<file path="src/rtl/maxpool_pkg.sv">
// Shared types and the fp32 ordering helper for the 2x2 max-pooling controller.
package maxpool_pkg;

   typedef struct packed {
      logic       sgn;
      logic [7:0] exp;
      logic [22:0] mant;
   } fp32_t;

   typedef enum logic [1:0] {
      IDLE  = 2'd0,
      RUN   = 2'd1,
      FLUSH = 2'd2
   } state_t;

   // True when a is strictly greater than b. Ordering is purely on bit fields:
   // a positive value beats a negative one (so +0 beats -0), positives order by
   // magnitude, negatives by reversed magnitude. NaN/Inf get no special case.
   function automatic logic fp32_gt(input fp32_t a, input fp32_t b);
      logic gt;
      if (a.sgn != b.sgn) begin
         gt = b.sgn;
      end else if (!a.sgn) begin
         gt = ({a.exp, a.mant} > {b.exp, b.mant});
      end else begin
         gt = ({a.exp, a.mant} < {b.exp, b.mant});
      end
      return gt;
   endfunction

endpackage

</file>
<file path="src/rtl/fp32_max2.sv">
// Combinational fp32 maximum of two operands; ties resolve to a.
module fp32_max2
   import maxpool_pkg::*;
(
   input  fp32_t a,
   input  fp32_t b,
   output fp32_t y,
   output logic  sel_b
);

   // pick b only when it is strictly greater, so a wins on equality
   always_comb begin
      sel_b = fp32_gt(b, a);
      y     = sel_b ? b : a;
   end

endmodule

</file>
<file path="src/rtl/maxpool2x2_ctrl.sv">
// Streaming 2x2 stride-2 max-pool controller for fp32 row-major pixel streams.
// Handshakes: a transfer happens on a rising clk edge where valid && ready are
// both high; valid may not depend on ready, and a presented output holds its
// data stable until it is taken.
module maxpool2x2_ctrl
   import maxpool_pkg::*;
#(
   parameter int WIDTH  = 8,
   parameter int HEIGHT = 8
)(
   input  logic        clk,
   input  logic        rst_n,
   input  logic        start,
   output logic        busy,
   output logic        done,
   input  logic [31:0] in_data,
   input  logic        in_valid,
   output logic        in_ready,
   output logic [31:0] out_data,
   output logic        out_valid,
   input  logic        out_ready,
   output logic        out_last,
   output state_t      o_dbg_state
);

   localparam int CW  = $clog2(WIDTH);
   localparam int RW  = $clog2(HEIGHT);
   localparam int LBW = (WIDTH > 2) ? $clog2(WIDTH / 2) : 1;
   localparam int LBN = WIDTH / 2;

   state_t        r_state;
   state_t        w_next_state;
   logic [CW-1:0] r_col;
   logic [RW-1:0] r_row;
   fp32_t         r_hold;
   fp32_t         r_linebuf [LBN];
   logic [31:0]   r_out_data;
   logic          r_out_valid;
   logic          r_out_last;

   logic          w_accept;
   logic          w_out_hs;
   logic          w_col_last;
   logic          w_row_last;
   logic          w_last_pix;
   logic          w_emit;
   logic [LBW-1:0] w_lb_idx;
   fp32_t         w_pix;
   fp32_t         w_h;
   fp32_t         w_v;
   logic          w_h_sel_b;
   logic          w_v_sel_b;

   assign w_pix      = fp32_t'(in_data);
   assign w_lb_idx   = LBW'(r_col >> 1);
   assign in_ready   = (r_state == RUN) && !(r_out_valid && !out_ready);
   assign w_accept   = in_valid && in_ready;
   assign w_out_hs   = r_out_valid && out_ready;
   assign w_col_last = (r_col == CW'(WIDTH - 1));
   assign w_row_last = (r_row == RW'(HEIGHT - 1));
   assign w_last_pix = w_accept && w_col_last && w_row_last;
   assign w_emit     = w_accept && r_col[0] && r_row[0];

   assign busy        = (r_state != IDLE);
   assign done        = w_out_hs && r_out_last;
   assign out_data    = r_out_data;
   assign out_valid   = r_out_valid;
   assign out_last    = r_out_last;
   assign o_dbg_state = r_state;

   // horizontal pair: held even-column pixel against the odd-column pixel
   fp32_max2 u_max_h (
      .a     (r_hold),
      .b     (w_pix),
      .y     (w_h),
      .sel_b (w_h_sel_b)
   );

   // vertical pair: stored upper-row maximum against the current horizontal one
   fp32_max2 u_max_v (
      .a     (r_linebuf[w_lb_idx]),
      .b     (w_h),
      .y     (w_v),
      .sel_b (w_v_sel_b)
   );

   // state register
   always_ff @(posedge clk or negedge rst_n) begin
      if (!rst_n) r_state <= IDLE;
      else        r_state <= w_next_state;
   end

   // next-state logic: start only matters in IDLE
   always_comb begin
      w_next_state = r_state;
      case (r_state)
         IDLE:    if (start)      w_next_state = RUN;
         RUN:     if (w_last_pix) w_next_state = FLUSH;
         FLUSH:   if (done)       w_next_state = IDLE;
         default:                 w_next_state = IDLE;
      endcase
   end

   // column/row position of the next pixel, cleared on an accepted start
   always_ff @(posedge clk or negedge rst_n) begin
      if (!rst_n) begin
         r_col <= '0;
         r_row <= '0;
      end else if ((r_state == IDLE) && start) begin
         r_col <= '0;
         r_row <= '0;
      end else if (w_accept) begin
         if (w_col_last) begin
            r_col <= '0;
            r_row <= w_row_last ? '0 : r_row + 1'b1;
         end else begin
            r_col <= r_col + 1'b1;
         end
      end
   end

   // even-column pixel waits here for its horizontal partner
   always_ff @(posedge clk or negedge rst_n) begin
      if (!rst_n)                     r_hold <= '0;
      else if (w_accept && !r_col[0]) r_hold <= w_pix;
   end

   // half-row of pair maxima; every entry is written on the even row before
   // the odd row reads it, so no clearing is needed
   always_ff @(posedge clk) begin
      if (w_accept && r_col[0] && !r_row[0]) r_linebuf[w_lb_idx] <= w_h;
   end

   // output register: a new window result wins over a drain in the same cycle
   always_ff @(posedge clk or negedge rst_n) begin
      if (!rst_n) begin
         r_out_data  <= '0;
         r_out_valid <= 1'b0;
         r_out_last  <= 1'b0;
      end else if (w_emit) begin
         r_out_data  <= w_v;
         r_out_valid <= 1'b1;
         r_out_last  <= w_last_pix;
      end else if (w_out_hs) begin
         r_out_valid <= 1'b0;
         r_out_last  <= 1'b0;
      end
   end

endmodule

</file>
<file path="config.mk">
export PLATFORM = sky130hd
export DESIGN_NAME = maxpool2x2_ctrl
export DESIGN_NICKNAME = d
export VERILOG_FILES = /design/src/rtl/maxpool_pkg.sv /design/src/rtl/fp32_max2.sv /design/src/rtl/maxpool2x2_ctrl.sv
export SDC_FILE = /design/constraint.sdc
export NUM_CORES = 1
export LEC_CHECK = 0
export ABC_CLOCK_PERIOD_IN_PS = 10200
export CORE_MARGIN = 2
export CORE_UTILIZATION = 45
export DETAILED_ROUTE_END_ITERATION = 16
export GPL_TIMING_DRIVEN = 1
export SETUP_SLACK_MARGIN = 0.5
export SLEW_MARGIN = 0
export SYNTH_ARGS = -nofsm -noshare
export SYNTH_HDL_FRONTEND = slang
export SYNTH_HIERARCHICAL = 1
export SYNTH_SLANG_ARGS = --single-unit
export TNS_END_PERCENT = 5
</file>
<file path="constraint.sdc">
create_clock -name clk -period 10.2 [get_ports clk]
set_clock_uncertainty 0.2 [all_clocks]
set_input_delay 2.55 -clock clk [delete_from_list [all_inputs] [get_ports clk]]
set_output_delay 2.55 -clock clk [all_outputs]
set_load 0.05 [all_outputs]
</file>
==> flow_summary.ini <==
[job]
max_cap_violations = 0

[route]
drt_iter0_drc = 277
top_layer_used = met4
viasPerCell = 5.534
dr.pass1.iters = 4
dr_wl_met3_um = 992
wl_met2_um = 11050
drc_errors = 0
met1_length_um = 9850
drtAntennaViolNets = 0
totalWireLength_um = 22130
wl_per_cell_um = 20.83
via_count = 5877

[placed_design]
placed_cells = 1021
gp_congestion = 0.7595
hpwlAfterDp_um = 14890
port_buffers = 75

[die]
io_pins = 76
core_area_sq_um = 22640
die_x_um = 155.8
dieArea_sq_um = 24280
start_util_pct = 45.80
chipHeight_um = 155.8
row_count = 55

[cts]
post_cts_buffers = 0
clk_pin_slew_ns = 0.06
insertion_delay_ns = 0.49
htree_levels = 1
cts_resized = 0
cts_hold_buf = 0
cts_made_buffers = 23
cts_tree = done
clock-root-buffer = clkbuf_16
clk_path_buf_depth = 3
cts.sinks = 202

[critical_path]
crit_family = compound AO/OA/AOI/OAI gates
path_buf_inv = 3
cpMaxStageDelayCell = a31oi_4
arrival_ns = 8.59
critPathKind = in2reg
cp.required_ns = 10.38
end_kind = flop
worstSetupStartpointType = input pin
cp_slowest_stage_delay_ns = 0.64
crit_cells = 20
path_cells = clkdlybuf4s50_1 -> ha_1 -> a21oi_1 -> o21ai_0 -> a211oi_1 -> o211ai_1 -> or3b_4 -> a31oi_4 -> buf_4 -> mux2_4 -> ha_1 -> a21oi_1 -> a21boi_0 -> a211oi_1 -> o211ai_1 -> or3b_4 -> a31oi_4 -> buf_4 -> mux2_4 -> mux2_2
path_max_fanout = 16
ff2ff_path_depth = 20

[yosys]
yosys_warnings = 6
synth_nets = 772
avgSynthCellArea_sq_um = 15.55
synth_cells = 667
yosysTopAreaCell = edfxtp_1
synthArstFlopShare_pct = 36.63
ys_ff_latch = 202
synth_seq_area_share_pct = 54.92
synthTopCellsByArea = edfxtp_1 (37%), dfrtp_1 (18%), mux2_4 (8.4%), ha_1 (8.2%), mux2_2 (7.2%)
synth_top_area_share_pct = 37.07
synthFlopType = edfxtp_1
synth_cell_types = 50
synth-edff-count = 128
netlist_area_sq_um = 10370

[min_path]
hp-class = reg2reg
min_path_cells = 1

[finish]
final_nets = 866
layout_common_cells = edfxtp_1 (128), clkdlybuf4s50_1 (74), dfrtp_1 (73)
fillers = 1818
area_growth_pct = 16.49
insertedDiodeCount = 0
finalNonFillerCells = 1062
drive_gt1_share_pct = 29.73
mostFrequentLayoutCell = edfxtp_1

[global_route]
grt_antenna_before_repair = 0
grt_pass1_wl_um = 34640
grt_max_degree = 42
track_usage_pct = 18.56
grt_pass1_vias = 6201
grt_overflow = 0

[power]
worst_ir_drop_vdd_v = 0.0001082
pwr_density_cell_nw_per_um2 = 155.3
leakagePower_uw = 0.004945

[timing]
finalCriticalPeriod_ns = 8.410
clock.fmax_mhz = 118.9
relSlewSlack_pct = 50.31
final-max-slew-violation-count = 0
rsz0062_at_grt = false
setup_viol = 0
finalSetupTns_ns = 0
fin_crit_sh_pct = 82.45
finalHoldViolations = 0
tightest_slew_ns = 0.7454

[status]
status = complete, no violations
## per-layer routing
layer  global-route usage [%]  vias up
li1                         -     2717
met1                    25.43     3027
met2                    32.34      115
met3                    2.306       18
met4                    3.233        0
met5                        0        -
## cell usage after synthesis (all sizes together), types with 3 or more instances
cell    count
ha         68
nor4        3
o21ai      11
edfxtp    128
nor2b       3
nand2      24
a211oi      6
a31oi       4
dfrtp      74
a21oi      24
nand3       8
mux2i       7
or2         3
mux2      126
nor3        6
nand4      14
clkbuf      3
nor2       11
mux4       32
inv        69
buf        18
or3b        3
## report_power, final
group          leakage, uW  total, uW  switching [uW]  internal, uW
Sequential         0.00222        896            5.00           891
Combinational      0.00238        221             114           107
Clock             0.000343        760             308           452
Total              0.00495       1880             427          1450
## per-stage QoR
step / instance area [sq um] / total power, uW / worst slack [ns] / hold slack [ns] / util [%]
finish: 12080 / 1877 / 1.790 / 0.3020 / 53.36
global route: 12080 / 1954 / 1.513 / 0.3225 / 53.36
CTS: 12080 / 1898 / 1.767 / 0.3083 / 53.36
detailed placement: 11380 / 1133 / 1.272 / 0.2963 / 50.28
global placement: 11380 / 1126 / 1.316 / 0.2899 / 50.28
floorplan: 10370 / 1076 / 2.937 / 0.2809 / -
## worst paths after layout
| path | slack, ns | endpoint | from |
|---|---|---|---|
| min in group asynchronous | 1.82 | out_data[11] | rst_n |
| setup reg to reg | 3.92 | out_data[29] | r_hold[24] |
| max in group asynchronous | 6.95 | r_col[1] | rst_n |
| hold / removal | 0.30 | out_data[13] | out_data[13] |
| hold reg to reg | 0.30 | out_data[13] | out_data[13] |
| setup / recovery | 1.79 | out_data[29] | in_data[18] |
## final cells by class
| class | instances | area, sq um | area share [%] |
|---|---|---|---|
| sequential | 202 | 5697 | 47.16 |
| multi-input combinational | 375 | 4210 | 34.85 |
| timing repair buffer | 90 | 860.8 | 7.126 |
| clock buffer | 37 | 678.2 | 5.614 |
| tap | 285 | 356.6 | 2.952 |
| inverter | 69 | 259.0 | 2.144 |
| clock inverter | 4 | 18.77 | 0.1554 |
## state kept, by name (all words and copies together) (netlist names)
name	count
o_dbg_state	2
out_data	32
out_last	1
out_valid	1
r_col	3
r_hold	32
r_linebuf	128
r_row	3
## logic make-up (layout without fill, tap and decap cells)
logic type,Yosys count,in the layout,share of synthesized area (%)
AO/OA/AOI/OAI,55,55,3.837
buffers and inverters,90,200,4.693
adder cells (fa/ha/maj),68,68,8.205
flip-flops,202,202,54.92
multiplexers,165,165,23.41
AND/OR/NAND/NOR,87,87,4.935
(Power assumes the default switching activity.)
